## config.mk

```make
export PLATFORM = sky130hd
export DESIGN_NAME = mem_port_arbiter
export DESIGN_NICKNAME = d
export VERILOG_FILES = /design/src/rtl/rast_mem_pkg.sv /design/src/rtl/arb_id_fifo.sv /design/src/rtl/mem_port_arbiter.sv
export SDC_FILE = /design/constraint.sdc
export NUM_CORES = 1
export LEC_CHECK = 0
export CORE_AREA = 3 3 131 133
export DETAILED_ROUTE_END_ITERATION = 12
export DIE_AREA = 0 0 134 136
export PLACE_DENSITY_LB_ADDON = 0.1
export SLEW_MARGIN = 0
export SYNTH_ARGS = -nofsm -noshare
export SYNTH_HDL_FRONTEND = slang
export SYNTH_HIERARCHICAL = 1
export SYNTH_SLANG_ARGS = --single-unit
```

## constraint.sdc

```tcl
create_clock -name clock -period 3.4 [get_ports clock]
set_input_delay 0.68 -clock clock [delete_from_list [all_inputs] [get_ports clock]]
set_output_delay 0.68 -clock clock [all_outputs]
set_load 0.05 [all_outputs]
```

## src/rtl/rast_mem_pkg.sv

```systemverilog
// Shared types and constants for the rasteriser SDRAM port arbiter.
// Latency: n/a (definitions only).
// Backpressure: n/a (definitions only).
package rast_mem_pkg;

  localparam int ADDR_W = 26;
  localparam int DATA_W = 32;
  localparam int BE_W   = 4;

  typedef logic [1:0] req_id_t;

  localparam req_id_t REQ_VFETCH = 2'd0;
  localparam req_id_t REQ_ZFETCH = 2'd1;
  localparam req_id_t REQ_ZWRITE = 2'd2;

  typedef enum logic {
    ST_IDLE  = 1'b0,
    ST_GRANT = 1'b1
  } arb_state_t;

  // Round-robin successor over the three requesters.
  function automatic req_id_t next_id(input req_id_t id);
    return (id == REQ_ZWRITE) ? REQ_VFETCH : req_id_t'(id + 2'd1);
  endfunction

  // First eligible requester at or after ptr, wrapping modulo 3.
  // Scans from the farthest candidate back so the nearest one wins.
  function automatic req_id_t rr_pick(input logic [2:0] elig, input req_id_t ptr);
    req_id_t pick;
    req_id_t cand;
    pick = ptr;
    for (int k = 2; k >= 0; k--) begin
      cand = req_id_t'((int'(ptr) + k) % 3);
      if (elig[cand]) pick = cand;
    end
    return pick;
  endfunction

endpackage

```

## src/rtl/arb_id_fifo.sv

```systemverilog
// In-order FIFO of requester IDs for reads outstanding at the SDRAM port.
// Latency: push visible at head the cycle after; pop is combinational on the head.
// Backpressure: none; a push while full is dropped unless a pop frees the slot in the same cycle.
module arb_id_fifo
  import rast_mem_pkg::*;
#(
  parameter int DEPTH = 8
) (
  input  logic                   clock,
  input  logic                   reset,
  input  logic                   push,
  input  logic                   pop,
  input  req_id_t                push_data,
  output req_id_t                data,
  output logic [$clog2(DEPTH):0] count,
  output logic                   full,
  output logic                   empty
);

  localparam int PTR_W = $clog2(DEPTH);
  localparam int CNT_W = PTR_W + 1;
  localparam logic [CNT_W-1:0] FULL_CNT = CNT_W'(DEPTH);

  req_id_t          r_mem [DEPTH];
  logic [PTR_W-1:0] r_wr_ptr;
  logic [PTR_W-1:0] r_rd_ptr;
  logic [CNT_W-1:0] r_count;
  logic             w_do_push;
  logic             w_do_pop;

  assign empty     = (r_count == '0);
  assign full      = (r_count == FULL_CNT);
  assign w_do_pop  = pop & ~empty;
  assign w_do_push = push & (~full | w_do_pop);
  assign data      = r_mem[r_rd_ptr];
  assign count     = r_count;

  // Storage needs no reset: occupancy alone decides what is valid.
  always_ff @(posedge clock) begin
    if (w_do_push) r_mem[r_wr_ptr] <= push_data;
  end

  // Pointers wrap naturally because DEPTH is a power of two.
  always_ff @(posedge clock or negedge reset) begin
    if (!reset) begin
      r_wr_ptr <= '0;
      r_rd_ptr <= '0;
      r_count  <= '0;
    end else begin
      if (w_do_push) r_wr_ptr <= r_wr_ptr + 1'b1;
      if (w_do_pop)  r_rd_ptr <= r_rd_ptr + 1'b1;
      case ({w_do_push, w_do_pop})
        2'b10:   r_count <= r_count + 1'b1;
        2'b01:   r_count <= r_count - 1'b1;
        default: r_count <= r_count;
      endcase
    end
  end

endmodule

```

## src/rtl/mem_port_arbiter.sv

```systemverilog
// Round-robin arbiter sharing one SDRAM port among vertex fetch, depth fetch and z-test write.
// Latency: request seen in IDLE is granted next cycle; accepted that cycle if the port is not stalled.
// Backpressure: master_waitrequest stalls the granted requester; reads are held off when MAX_PENDING are in flight.
module mem_port_arbiter
  import rast_mem_pkg::*;
#(
  parameter int MAX_PENDING = 8,
  parameter int NREQ        = 3
) (
  input  logic                             clock,
  input  logic                             reset,
  input  logic [NREQ-1:0][ADDR_W-1:0]      req_address,
  input  logic [NREQ-1:0]                  req_read,
  input  logic [NREQ-1:0]                  req_write,
  input  logic [NREQ-1:0][BE_W-1:0]        req_byteenable,
  input  logic [NREQ-1:0][DATA_W-1:0]      req_writedata,
  output logic [NREQ-1:0]                  req_waitrequest,
  output logic [DATA_W-1:0]                req_readdata,
  output logic [NREQ-1:0]                  req_readdatavalid,
  output logic [ADDR_W-1:0]                master_address,
  output logic                             master_read,
  output logic                             master_write,
  output logic [BE_W-1:0]                  master_byteenable,
  output logic [DATA_W-1:0]                master_writedata,
  input  logic [DATA_W-1:0]                master_readdata,
  input  logic                             master_readdatavalid,
  input  logic                             master_waitrequest,
  output logic                             rd_underflow,
  output logic [$clog2(MAX_PENDING):0]     pending_count
);

  arb_state_t r_state;
  arb_state_t w_state_nxt;
  req_id_t    r_grant;
  req_id_t    w_grant_nxt;
  req_id_t    r_rr_ptr;
  req_id_t    w_rr_ptr_nxt;
  logic       r_underflow;

  logic [NREQ-1:0] w_elig;
  logic            w_req_active;
  logic            w_accept;
  logic            w_push;
  logic            w_pop;
  logic            w_fifo_full;
  logic            w_fifo_empty;
  req_id_t         w_head_id;

  // Reads must wait for a free ID slot; writes never touch the FIFO.
  always_comb begin
    w_elig = '0;
    for (int i = 0; i < NREQ; i++) begin
      w_elig[i] = req_write[i] | (req_read[i] & ~w_fifo_full);
    end
  end

  // The granted requester drives the port; everything is zero while idle.
  always_comb begin
    master_address    = '0;
    master_read       = 1'b0;
    master_write      = 1'b0;
    master_byteenable = '0;
    master_writedata  = '0;
    if (r_state == ST_GRANT) begin
      master_address    = req_address[r_grant];
      master_read       = req_read[r_grant];
      master_write      = req_write[r_grant];
      master_byteenable = req_byteenable[r_grant];
      master_writedata  = req_writedata[r_grant];
    end
  end

  // Only the granted requester sees the port's stall released.
  always_comb begin
    req_waitrequest = '1;
    if ((r_state == ST_GRANT) && !master_waitrequest) req_waitrequest[r_grant] = 1'b0;
  end

  assign w_req_active = req_read[r_grant] | req_write[r_grant];
  assign w_accept     = (r_state == ST_GRANT) & (master_read | master_write) & ~master_waitrequest;
  assign w_push       = w_accept & master_read;
  assign w_pop        = master_readdatavalid & ~w_fifo_empty;

  // Read data is broadcast; the strobe goes to whoever owns the oldest outstanding read.
  always_comb begin
    req_readdatavalid = '0;
    if (w_pop) req_readdatavalid[w_head_id] = 1'b1;
  end

  assign req_readdata = master_readdata;
  assign rd_underflow = r_underflow;

  // Next grant/state: arbitrate in IDLE, leave GRANT on accept or when the request is withdrawn.
  always_comb begin
    w_state_nxt  = r_state;
    w_grant_nxt  = r_grant;
    w_rr_ptr_nxt = r_rr_ptr;
    case (r_state)
      ST_IDLE: begin
        if (|w_elig) begin
          w_state_nxt = ST_GRANT;
          w_grant_nxt = rr_pick(w_elig, r_rr_ptr);
        end
      end
      ST_GRANT: begin
        if (w_accept) begin
          w_state_nxt  = ST_IDLE;
          w_rr_ptr_nxt = next_id(r_grant);
        end else if (!w_req_active) begin
          w_state_nxt = ST_IDLE;
        end
      end
      default: w_state_nxt = ST_IDLE;
    endcase
  end

  // State, grant and round-robin pointer registers.
  always_ff @(posedge clock or negedge reset) begin
    if (!reset) begin
      r_state  <= ST_IDLE;
      r_grant  <= REQ_VFETCH;
      r_rr_ptr <= REQ_VFETCH;
    end else begin
      r_state  <= w_state_nxt;
      r_grant  <= w_grant_nxt;
      r_rr_ptr <= w_rr_ptr_nxt;
    end
  end

  // Sticky flag for a read return with nothing outstanding (includes returns for pre-reset reads).
  always_ff @(posedge clock or negedge reset) begin
    if (!reset) begin
      r_underflow <= 1'b0;
    end else if (master_readdatavalid && w_fifo_empty) begin
      r_underflow <= 1'b1;
    end
  end

  arb_id_fifo #(
    .DEPTH(MAX_PENDING)
  ) u_id_fifo (
    .clock    (clock),
    .reset    (reset),
    .push     (w_push),
    .pop      (w_pop),
    .push_data(r_grant),
    .data     (w_head_id),
    .count    (pending_count),
    .full     (w_fifo_full),
    .empty    (w_fifo_empty)
  );

endmodule

```

[Word-level counts from Yosys, hierarchy flattened]
Memory sizes are Yosys's and may differ from the RTL's.
Cells that the tools add are included.
Cells by class
  $add $sub $neg: 7
  div/mod/pow operators: 3
  magnitude comparators: 7
  equal/unequal tests: 4
  multiplexer cells: 38
  bitwise gates (word level): 20
  reductions and logical operators: 10
Operator list (count)
  $bmux 32 s2: 1
  $mod 32x3->32 const B: 2
  $mux 32: 2
  $bmux 26 s2: 1
  $mux 26: 2
  $mod 3x3->32 const B: 1
  $lt 2x3->1 const B: 5
  $mux 1: 14
  $bmux 1 s2: 5
  $and 1x1->1: 9
  $bmux 4 s2: 1
  $mux 2: 4
  $mux 4: 2
  $pmux 4 s2: 1
  $add 3x1->3 const B: 2
  $mux 3: 2
  $or 1x1->1: 6
  $add 4x1->4 const B: 1
  $demux 1 s2: 2
  $eq 2x2->1 const B: 2
  $eq 4x4->1 const B: 1
  $ge 2x1->1 const B: 2
  $logic_and 1x1->1: 4
  $logic_not 4->1: 1
  other kinds (12): 16
Storage, ports and cells
  flip-flop bits (word level): 16
  RAM bits: 16
  input port bits: 228
  word-level logic and storage cells: 97
  memories: 1
Memory list
  u_id_fifo.r_mem: depth 8, bits a word 2, read ports 1, clocked after memory_dff 0, write ports 1, RTL line arb_id_fifo.sv:24  | req_id_t r_mem [DEPTH];

[Longest topological paths before layout]
  word-level depth: 10
  gate-level depth with buffers: 13
  mapped depth without buffers: 12

[Hierarchy]
Netlist, hierarchy kept.
By module, submodules not included
  mem_port_arbiter: instances 1, cells an instance 390, area each 2620.0 um^2, seq. area each 150.1 um^2
  arb_id_fifo: instances 1, cells an instance 92, area each 1280.0 um^2, seq. area each 730.7 um^2

[Least setup slack after synthesis]
OpenSTA, ideal clock, no wires.
  kind: register to output
  start: register u_id_fifo.r_rd_ptr[0]
  end: output port req_readdatavalid[2]
  data arrival time: 2.599 ns
  path slack: 0.121 ns
  stages on the path, launching flop included: 5
  buffers on the path: 1
  cell sequence: dfrtp_1 -> clkbuf_1 -> mux4_2 -> mux2_2 -> nor3b_1
On the way
  word-level cells in the longest chain between the ends: 6
Ends and longest elaborated chain
  start: declaration: RTL line arb_id_fifo.sv:26  | logic [PTR_W-1:0] r_rd_ptr;
  start signal: assignment: RTL line arb_id_fifo.sv:51  | if (w_do_pop) r_rd_ptr <= r_rd_ptr + 1'b1;
  $mem_v2 8x2 *
  named net w_head_id[0]: RTL line mem_port_arbiter.sv:47  | req_id_t w_head_id;
  $lt 2x3->1 (implied by the code) or $ge 2x1->1 (tied branches): RTL line mem_port_arbiter.sv:87  | if (w_pop) req_readdatavalid[w_head_id] = 1'b1;
  $logic_and 1x1->1 (implied by the code): RTL line mem_port_arbiter.sv:87
  $mux 1 (implied by the code): RTL line mem_port_arbiter.sv:87
  $demux 1 s2 *: RTL line mem_port_arbiter.sv:87
  $mux 3 *: RTL line mem_port_arbiter.sv:87
  end: declaration: RTL line mem_port_arbiter.sv:19  | output logic [NREQ-1:0] req_readdatavalid,
Mark *: on every way through the listed nets, which the timed path passes. The rest lies on a longest branch.

[Worst setup path after layout]
  start: input port master_readdatavalid
  end: register u_id_fifo.r_count[3], in the netlist u_id_fifo/count[3]
On the way
  word-level cells in the longest chain between the ends: 6
Ends and longest elaborated chain
  start: declaration: RTL line mem_port_arbiter.sv:26  | input logic master_readdatavalid,
  $and 1x1->1 *: RTL line mem_port_arbiter.sv:82  | assign w_pop = master_readdatavalid & ~w_fifo_empty;
  named net w_pop: RTL line mem_port_arbiter.sv:44  | logic w_pop;
  $and 1x1->1 *: RTL line arb_id_fifo.sv:33  | assign w_do_pop = pop & ~empty;
  $or 1x1->1: RTL line arb_id_fifo.sv:34  | assign w_do_push = push & (~full | w_do_pop);
  $and 1x1->1: RTL line arb_id_fifo.sv:34
  $eq 2x1->1 or $eq 2x2->1 (tied branches): RTL line arb_id_fifo.sv:52  | case ({w_do_push, w_do_pop})
  $pmux 4 s2 or $reduce_bool 2->1 (tied branches)
  end signal: assignment: RTL line arb_id_fifo.sv:53  | 2'b10: r_count <= r_count + 1'b1;
  end signal: assignment: RTL line arb_id_fifo.sv:54  | 2'b01: r_count <= r_count - 1'b1;
  end signal: assignment: RTL line arb_id_fifo.sv:55  | default: r_count <= r_count;
  end: declaration: RTL line arb_id_fifo.sv:27  | logic [CNT_W-1:0] r_count;
Marked as above.
A chain may end at the register's enable or synchronous reset.

==> results.yml <==
clock_tree:
  cts-root-buf: "clkbuf_16"
  ctsHoldBuffers: 0
  ctsResizeCount: 0
  clkTransAtPathRegs_ns: 0.05
  cts.sinks: 32
  clkLatencyLatePin_ns: 0.27
  htreeDepth: 2
  cts_tree: "done"
  post-cts-setup-buffers: 0
  clk_path_buf_depth: 2
  cts_made_buffers: 5
timing:
  setup_ws_ns: 0.430
  hold_violations: 0
  tightest_slew_ns: 0.800
  final_max_slew_viol_count: 0
  setup_violations: 0
  fin_crit_sh: 0.874
  maxSlewHeadroom: 0.465
  fin_crit_ns: 2.97
  whs_ns: 0.464
  clock.fmax_ghz: 0.337
  fin_setup_tns_ns: 0
  rsz0062_at_grt: "false"
  finClkSkew_ns: 0.00343
routing:
  drt-total-wl_um: 16900
  postRouteAntennaNets: 0
  drt_first_iter_violations: 158
  drc: 0
  dr_total_vias: 4204
  avgViaCountPerCell: 4.57
  wl_per_cell_um: 18.4
  dr.pass1.iters: 4
yosys:
  avgSynthCellArea_um2: 8.09
  synthCells: 482
  yosysWarnings: 6
  yosys-top-cells-area: "mux2i_1 (17%), edfxtp_1 (12%), and2_1 (10%)"
  synth_edf_count: 16
  ys_seq_elements: 32
  syn_nets: 719
  synth_top_flop_cell: "edfxtp_1"
  netlist_area_um2: 3900
  ys_seq_area_frac: 0.226
  synth_cell_types: 50
  synth_async_sr_flop_share: 0.500
  synth_top_area_frac: 0.172
  synth_top_area_cell: "mux2i_1"
final_layout:
  multi_input_area_um2: 2560
  drive_gt1_frac: 0.162
  final_common_cell: "clkdlybuf4s50_1"
  fin_area_um2: 7310
  seqCellArea_um2: 887
  final_cell_mix: "clkdlybuf4s50_1 (201), nand2_1 (75), o21ai_0 (69), mux2i_1 (67), buf_12 (66)"
  final_nets: 938
  fillers: 1576
  syn_to_final_growth_pct: 87.5
setup_path:
  setup.worst_path.start_class: "input pin"
  crit_type: "in2reg"
  reg2reg_slack_ns: 0.52
  max_stage_delay_ns: 0.49
  critical_path.endpoint: "u_id_fifo/count[3]$_DFFE_PN0P_"
  cp_cell_sequence: "clkdlybuf4s50_1 > nand2b_1 > inv_1 > o21ai_2 > or2_2 > inv_1 > ha_1 > or2_2 > nand3_1 > mux2_2 > nand3b_1"
  crit_start: "master_readdatavalid"
  r2r-end: "u_id_fifo/count[3]$_DFFE_PN0P_"
  slowest_stage: "clkdlybuf4s50_1"
  crit_required_ns: 3.61
  ff2ff_path_depth: 12
  endpoint_kind: "flip-flop"
  regToRegStartpoint: "u_id_fifo/count[1]$_DFFE_PN0P_"
  worst_ep_arrival_time_ns: 3.18
  path_max_fanout: 7
grt:
  grt_pass1_vias: 4351
  grt-ovfl-total: 0
  grt_start_max_net_pins: 74
  antenna_found_initial: 1
  grt.total_usage: 0.174
  grt_pass1_wl_um: 25100
place:
  dp_slack_ns: 0.173
  port_buffers: 270
  gp_congestion: 0.802
  dpl.hpwl_um: 13900
  post_dp_cell_area_um2: 7160
pwr:
  finalPower_mw: 7.05
  ir_drop_mv: 0.695
  p_per_area_nw_per_um2: 965
  leakage_nw: 2.87
die:
  num_io_pins: 335
  dieArea_um2: 18200
  die_h_um: 136
  fp.dieW_um: 134
  fp-row-count: 46
  start_util: 0.245
  design.core.area_um2: 15900
hold_path:
  hold_class: "reg2reg"
job:
  cap_viol_max_count: 0
outcome:
  outcome: "completed"
metal layers:
| metal | global-route usage | routed length [um] | vias to the layer above |
|---|---|---|---|
| met2 | 0.325 | 9120 | 124 |
| met4 | 0.0343 | 278 | 0 |
| met1 | 0.198 | 6390 | 1976 |
| met5 | 0 | 0 | - |
| li1 | - | - | 2074 |
| met3 | 0.0522 | 1090 | 30 |
area by class of cell:
type                            instances  share of cell area
Multi-Input combinational cell        374               0.350
Tap cell                              216              0.0370
Antenna cell                            1            0.000342
Inverter                               11             0.00565
Timing Repair Buffer                  277               0.466
Clock buffer                            5              0.0171
Clock inverter                          3             0.00257
Sequential cell                        32               0.121
cell usage after synthesis (2+ instances only):
cell type  number
a21o_1          2
a21oi_1         7
a221oi_2        2
and2_1         64
buf_1           2
buf_2          13
buf_4          33
buf_6           2
clkbuf_1       14
dfrtp_1        16
edfxtp_1       16
ha_1            8
inv_1          11
mux2_2          8
mux2_4          2
mux2i_1        67
mux4_2          4
nand2_1        75
nand2b_1        4
nand3_1         3
nor2_1         10
nor2b_1         3
nor3_1          6
nor3b_1         4
o21ai_0        69
o21ai_2         2
o221ai_1        2
o22ai_1         2
or2_2           3
or3_1           3
xnor2_1         5
xor2_1          2
how the worst min path moves through the flow:
| stage | from | end | slack, ns | cells past startpoint |
|---|---|---|---|---|
| 2_1_floorplan | reset | r_grant[0]$_DFFE_PN0P_ | 0.38 | 0 |
| 4_1_cts | rd_underflow$_DFFE_PN0P_ | rd_underflow$_DFFE_PN0P_ | 0.47 | 1 |
| 3_3_place_gp | rd_underflow$_DFFE_PN0P_ | rd_underflow$_DFFE_PN0P_ | 0.45 | 1 |
| 5_1_grt | rd_underflow$_DFFE_PN0P_ | rd_underflow$_DFFE_PN0P_ | 0.48 | 1 |
| 3_5_place_dp | rd_underflow$_DFFE_PN0P_ | rd_underflow$_DFFE_PN0P_ | 0.45 | 1 |
| 6_report | rd_underflow$_DFFE_PN0P_ | rd_underflow$_DFFE_PN0P_ | 0.46 | 1 |
critical path, delay by kind of cell:
| kind | cells | cell delay [ns] |
|---|---|---|
| mux | 1 | 0.34 |
| compound gates | 1 | 0.15 |
| buf+inv | 3 | 0.83 |
| simple gates | 5 | 0.92 |
| fa+ha+maj | 1 | 0.25 |
through the flow:
stage,utilization,instances
after floorplan,-,482
after CTS,0.458,918
final,0.459,919
after detailed placement,0.449,910
after global placement,0.449,910
after global routing,0.459,919
power breakdown:
group / total, mW / internal [mW] / switching, mW
Sequential: 0.823 / 0.548 / 0.275
Clock: 0.433 / 0.269 / 0.163
Combinational: 5.80 / 2.68 / 3.12
Total: 7.05 / 3.50 / 3.56
cells by family (layout without fill, tap and decap cells):
family,Yosys count,in the layout,share of synthesized area
multiplexers,81,81,0.226
XOR/XNOR,7,7,0.0157
buffers and inverters,76,296,0.120
other,0,1,0
flip-flops,32,32,0.226
AO/OA/AOI/OAI,96,96,0.145
AND/OR/NAND/NOR,181,181,0.236
adder cells (fa/ha/maj),9,9,0.0308
registers in the layout, summed over array words and instances (netlist names):
register,cells
u_id_fifo/r_wr_ptr,3
r_state,1
r_rr_ptr,2
u_id_fifo/r_mem,16
u_id_fifo/count,4
r_grant,2
rd_underflow,1
u_id_fifo/r_rd_ptr,3
(Power assumes the default switching activity.)
